### config.mk
export PLATFORM = sky130hd
export DESIGN_NAME = fetch_pc_unit
export DESIGN_NICKNAME = d
export VERILOG_FILES = /design/src/rtl/sail_core_pkg.sv /design/src/rtl/fetch_fifo.sv /design/src/rtl/mux2.sv /design/src/rtl/fetch_pc_unit.sv
export SDC_FILE = /design/constraint.sdc
export NUM_CORES = 1
export LEC_CHECK = 0
export CAP_MARGIN = 10
export CORE_AREA = 2 2 134 136
export CTS_BUF_LIST = sky130_fd_sc_hd__clkbuf_4
export CTS_CLUSTER_SIZE = 20
export DETAILED_ROUTE_END_ITERATION = 10
export DIE_AREA = 0 0 136 138
export PLACE_DENSITY = 0.77
export SKIP_CTS_REPAIR_TIMING = 1
export SLEW_MARGIN = 40
export SYNTH_ARGS = -nofsm -noshare
export SYNTH_HDL_FRONTEND = slang
export SYNTH_SLANG_ARGS = --single-unit
### constraint.sdc
create_clock -name clk -period 2.2 [get_ports clk]
set_input_delay 0.44 -clock clk [delete_from_list [all_inputs] [get_ports clk]]
set_output_delay 0.44 -clock clk [all_outputs]
set_load 0.02 [all_outputs]
### src/rtl/sail_core_pkg.sv
// sail_core_pkg: shared core widths, reset PC and the fetch buffer entry type
package sail_core_pkg;
   localparam int XLEN = 32;
   localparam int INSTR_BYTES = 4;
   localparam logic [XLEN-1:0] DEFAULT_RESET_PC = '0;
   typedef struct packed {
      logic [XLEN-1:0] pc;
      logic [XLEN-1:0] instr;
   } fetch_entry_t;
   function automatic logic [XLEN-1:0] align_pc(input logic [XLEN-1:0] a);
      return {a[XLEN-1:2], 2'b00};
   endfunction
endpackage

### src/rtl/fetch_fifo.sv
// fetch_fifo: synchronous {pc, instr} buffer with count, push/pop and flush
module fetch_fifo
   import sail_core_pkg::*;
#(
   parameter int DEPTH = 2
) (
   input  logic                           clk,
   input  logic                           rst,
   input  logic                           flush,
   input  logic                           push,
   input  fetch_entry_t                   din,
   input  logic                           pop,
   output fetch_entry_t                   head,
   output logic [$clog2(DEPTH+1)-1:0]     count
);
   localparam int CW = $clog2(DEPTH + 1);
   localparam int PW = $clog2(DEPTH);
   fetch_entry_t mem [DEPTH];
   logic [PW-1:0] rd_ptr, wr_ptr;
   always_ff @(posedge clk) begin
      if (rst) begin
         mem <= '{default: '0};
         rd_ptr <= '0;
         wr_ptr <= '0;
         count <= '0;
      end else if (flush) begin
         rd_ptr <= '0;
         wr_ptr <= '0;
         count <= '0;
      end else begin
         if (push) begin
            mem[wr_ptr] <= din;
            wr_ptr <= wr_ptr + 1'b1;
         end
         if (pop) rd_ptr <= rd_ptr + 1'b1;
         count <= count + CW'(push) - CW'(pop);
      end
   end
   always_ff @(posedge clk) begin
      if (!rst && !flush) begin
         assert (!(push && count == CW'(DEPTH))) else $error("fetch_fifo: push while full");
         assert (!(pop && count == '0)) else $error("fetch_fifo: pop while empty");
      end
   end
   assign head = mem[rd_ptr];
endmodule

### src/rtl/mux2.sv
// mux2: generic 2:1 multiplexer
module mux2 #(
   parameter int W = 32
) (
   input  logic         sel,
   input  logic [W-1:0] in0,
   input  logic [W-1:0] in1,
   output logic [W-1:0] y
);
   assign y = sel ? in1 : in0;
endmodule

### src/rtl/fetch_pc_unit.sv
// fetch_pc_unit: owns the PC, issues in-order imem requests and buffers fetched
// instructions for decode; redirects flush buffered and in-flight fetches.
module fetch_pc_unit
   import sail_core_pkg::*;
#(
   parameter logic [XLEN-1:0] RESET_PC = DEFAULT_RESET_PC,
   parameter int FIFO_DEPTH = 2
) (
   input  logic            clk,
   input  logic            rst,
   input  logic            redirect_valid,
   input  logic [XLEN-1:0] redirect_pc,
   output logic            imem_req_valid,
   output logic [XLEN-1:0] imem_req_addr,
   input  logic            imem_req_ready,
   input  logic            imem_resp_valid,
   input  logic [XLEN-1:0] imem_resp_data,
   output logic            fetch_valid,
   output logic [XLEN-1:0] fetch_pc,
   output logic [XLEN-1:0] fetch_instr,
   input  logic            fetch_ready
);
   localparam int CW = $clog2(FIFO_DEPTH + 1);
   logic [XLEN-1:0] pc, pc_next, inflight_pc, stall_addr;
   logic inflight, kill, accept, push, pop, stall_q;
   logic [CW-1:0] count;
   fetch_entry_t head;
   assign fetch_valid = !rst && !redirect_valid && count != '0;
   assign pop = fetch_valid && fetch_ready;
   // credit: buffered + in-flight entries must leave room for the next response
   assign imem_req_valid = !rst && !redirect_valid &&
      ({1'b0, count} + (CW+1)'(inflight)) < ((CW+1)'(FIFO_DEPTH) + (CW+1)'(pop));
   assign imem_req_addr = pc;
   assign accept = imem_req_valid && imem_req_ready;
   assign push = imem_resp_valid && inflight && !kill && !redirect_valid && !rst;
   assign fetch_pc = head.pc;
   assign fetch_instr = head.instr;
   mux2 #(.W(XLEN)) u_next_pc (
      .sel(redirect_valid),
      .in0(pc + XLEN'(INSTR_BYTES)),
      .in1(align_pc(redirect_pc)),
      .y  (pc_next)
   );
   fetch_fifo #(.DEPTH(FIFO_DEPTH)) u_fifo (
      .clk  (clk),
      .rst  (rst),
      .flush(redirect_valid),
      .push (push),
      .din  ('{pc: inflight_pc, instr: imem_resp_data}),
      .pop  (pop),
      .head (head),
      .count(count)
   );
   always_ff @(posedge clk) begin
      if (rst) begin
         pc <= RESET_PC;
         inflight <= 1'b0;
         inflight_pc <= '0;
         kill <= 1'b0;
      end else begin
         if (redirect_valid || accept) pc <= pc_next;
         if (accept) begin
            inflight <= 1'b1;
            inflight_pc <= pc;
            kill <= 1'b0;
         end else begin
            if (imem_resp_valid) inflight <= 1'b0;
            if (redirect_valid && inflight) kill <= 1'b1;
         end
      end
   end
   always_ff @(posedge clk) begin
      stall_q <= imem_req_valid && !imem_req_ready;
      stall_addr <= pc;
      if (!rst) begin
         assert (!(imem_resp_valid && !inflight)) else $error("fetch_pc_unit: response without request");
         if (stall_q && imem_req_valid)
            assert (imem_req_addr == stall_addr) else $error("fetch_pc_unit: address changed while stalled");
      end
   end
endmodule

==> run metrics <==
IO buf count 161; worst hold path type in -> reg; worst slew pin tran 0.639 ns; min-delay src redirect_pc[18]; Root Driver clkbuf_4; Finished Layout Cells 1438; end of the worst register-to-register path imem_req_addr[25]; GP Congestion 0.920; initial antenna violation count 1; CTS tree built; status complete, but fails checks; Yosys warnings 0; synthesized flop and latch total 190; Die Y 138 um; max-slew violation count 0; Routed Antenna Nets 0; CP max stage delay 0.35 ns; Worst Setup SP inflight; CP Data Required Time 1.76 ns; r2r startpoint inflight; r2r setup slk 0.11 ns; crit-path max FO 2; maximum VDD drop 0.299 mV; Crit path max-delay family adder cells; Tcrit/Tclk final 105%; Async SR Flop Fraction 0%; Hold Crit Depth 3; worst path cell trace ha_1 > ha_1 > o21a_1 > nor3_2 > buf_4; Unique masters post-synth 56; RSZ-0062 raised after global routing true; vias in the first global route 7215; Die Wd 136 um; CP Capture Type primary output; Total GRT Usage 23.5%; largest net degree at the start of global routing 137; Layout Nets 1270; most used cell, CP ha_1; Tmin final 2.32 ns; placement-stage cell area 10300 sq um; H-Tree Depth 4; GR Overflow Total 0; sequential area share after synthesis 46.6%; Rel. slew slack 57.4%; setup ws final -0.119 ns; Placed Instances 1393; Design Area, Final 11100 sq um; final wirelength 23300 um; vias 7774; Final Hold Vio Count 0; number of synthesized flops with an enable pin 0; critical path arrival 1.88 ns; Pre-Repair DR Iteration Count 6; post-DR vias/cell 5.41; WP buf/inv 1; Clk pin slew, worst setup/hold paths 0.15 ns; Max Cap Viol 0; Num CTS Buffers 17; core area 17500 sq um; first-pass GRT wire length 35800 um; Setup CP Type reg -> out; Hold Crit Endpoint imem_req_addr[18]; Post-Syn Area 8160 sq um; share of cells above drive strength 1 20.6%; Reg2Reg Depth 8; Synth Area per Inst 8.08 sq um; CP max stage cell dfxtp_1; clock sink total 190; Post-Syn Instances 1010; top_reg_cell synth dfxtp_1; Final setup viols 24; clk buf depth 2; Max Freq 431 MHz; Final Util 63.3%; Pleak 4.34 nW; row count 49; Starting Density 46.6%; Area Overhead vs Synth 36.0%; CP Launch Type flip-flop; Final Skew 0.0199 ns; top-level I/O count 168; initial DRC count 549; failing checks setup timing; DR DRC count 0; Avg WL per Cell 16.2 um; die area 18800 sq um; pwr/cell area 559 nW/um^2; Worst-Skew Late Latency 0.57 ns; hpwl dp 14900 um
layout by cell type (no fill, tap or decap), drive strengths merged, types with 4 or more instances in the layout:
cell	n
clkinv	6
nand3	18
clkdlybuf4s50	81
o311ai	5
o21ai	8
mux2	64
a21oi	167
and2	4
nor2	21
buf	124
conb	4
nand4	15
o211ai	8
dfxtp	190
bufinv	4
or4	5
a31oi	10
a211oi	4
and3	6
inv	9
xor2	6
nand2	341
clkbuf	29
ha	5
dlymetal6s2s	22
nor3	6
and4	6
tightest hold or removal path, cell delays in order:
cell and delay [ns]:
clkdlybuf4s50_1 0.40, nand2_1 0.06, a21oi_1 0.05
cell usage after synthesis (2+ instances only):
cell      number  share of area, %
a211oi_1       4              0.37
a21oi_1      167                10
a221oi_1       2              0.21
a22oi_1        3              0.28
a31oi_1       10              0.77
and2_1         4              0.31
and3_1         6              0.46
and4_1         6              0.64
buf_1          7              0.32
buf_2         16              0.98
buf_4          4              0.37
buf_6          7              0.97
clkbuf_1      42               1.9
dfxtp_1      190                47
ha_1           5              0.77
inv_1          5              0.23
mux2_2        64               8.8
nand2_1      341                16
nand2b_1       3              0.23
nand3_1       18               1.1
nand3b_1       2              0.18
nand4_1       15               1.1
nand4b_1       2              0.21
nor2_1        19              0.87
nor3_1         6              0.37
nor4_2         2              0.31
o2111a_1       2              0.28
o211ai_1       8              0.74
o21a_1         2              0.18
o21ai_0        7              0.43
o311ai_0       5              0.54
o31a_1         2              0.21
or3_1          2              0.15
or4_1          5              0.46
xor2_1         6              0.64
per-stage QoR:
step | total power, mW | worst slack, ns | TNS [ns] | hold slack (ns)
after floorplan | 3.86 | 0.126 | 0 | 0.433
after CTS | 6.24 | -0.695 | -28.45 | 0.375
final | 6.21 | -0.119 | -1.05 | 0.412
after global routing | 6.43 | -0.213 | -3.80 | 0.391
after global placement | 4.19 | -0.375 | -50.05 | 0.438
after detailed placement | 4.20 | -0.421 | -60.78 | 0.444
power breakdown:
group | total (mW) | internal (mW) | switching [mW]
Clock | 2.08 | 0.900 | 1.18
Sequential | 3.55 | 3.49 | 0.0537
Combinational | 0.588 | 0.284 | 0.304
cell type report:
class | instances | area (sq um)
Clock inverter | 15 | 191
Fill cell | 1509 | 6430
Antenna cell | 1 | 2.50
Clock buffer | 17 | 128
Inverter | 6 | 22.5
Multi-Input combinational cell | 741 | 4170
Timing Repair Buffer | 239 | 2490
Sequential cell | 190 | 3810
Tap cell | 229 | 287
flip-flops by register name (all words and copies together), names as in the netlist:
signal / count
u_fifo.count: 2
u_fifo.wr_ptr: 1
inflight: 1
u_fifo.rd_ptr: 1
u_fifo.mem: 124
kill: 1
inflight_pc: 30
imem_req_addr: 30
how the worst max path moves through the flow:
stage	endpoint	slack (ns)	cells after the start
after floorplan	u_fifo.mem[100]	0.13	10
after global routing	imem_req_valid	-0.21	5
after CTS	imem_req_valid	-0.70	5
after global placement	imem_req_valid	-0.38	4
final	imem_req_valid	-0.12	5
after detailed placement	u_fifo.mem[48]	-0.42	9
metal layers:
metal,share of wire (%),track usage (%)
met5,0,0
met4,1.4,7.57
met3,6.1,3.74
met2,47,38.2
met1,45,32.0
logic make-up after synthesis:
group           after synthesis  share of synthesized area [%]
simple gates                438                           22.8
compound gates              222                           15.3
flops                       190                           46.6
buf+inv                      82                           4.84
mux                          65                           8.95
xor+xnor                      7                          0.751
fa+ha+maj                     5                          0.766
other cells                   1                         0.0459
Power figures use the tool's default switching activity.
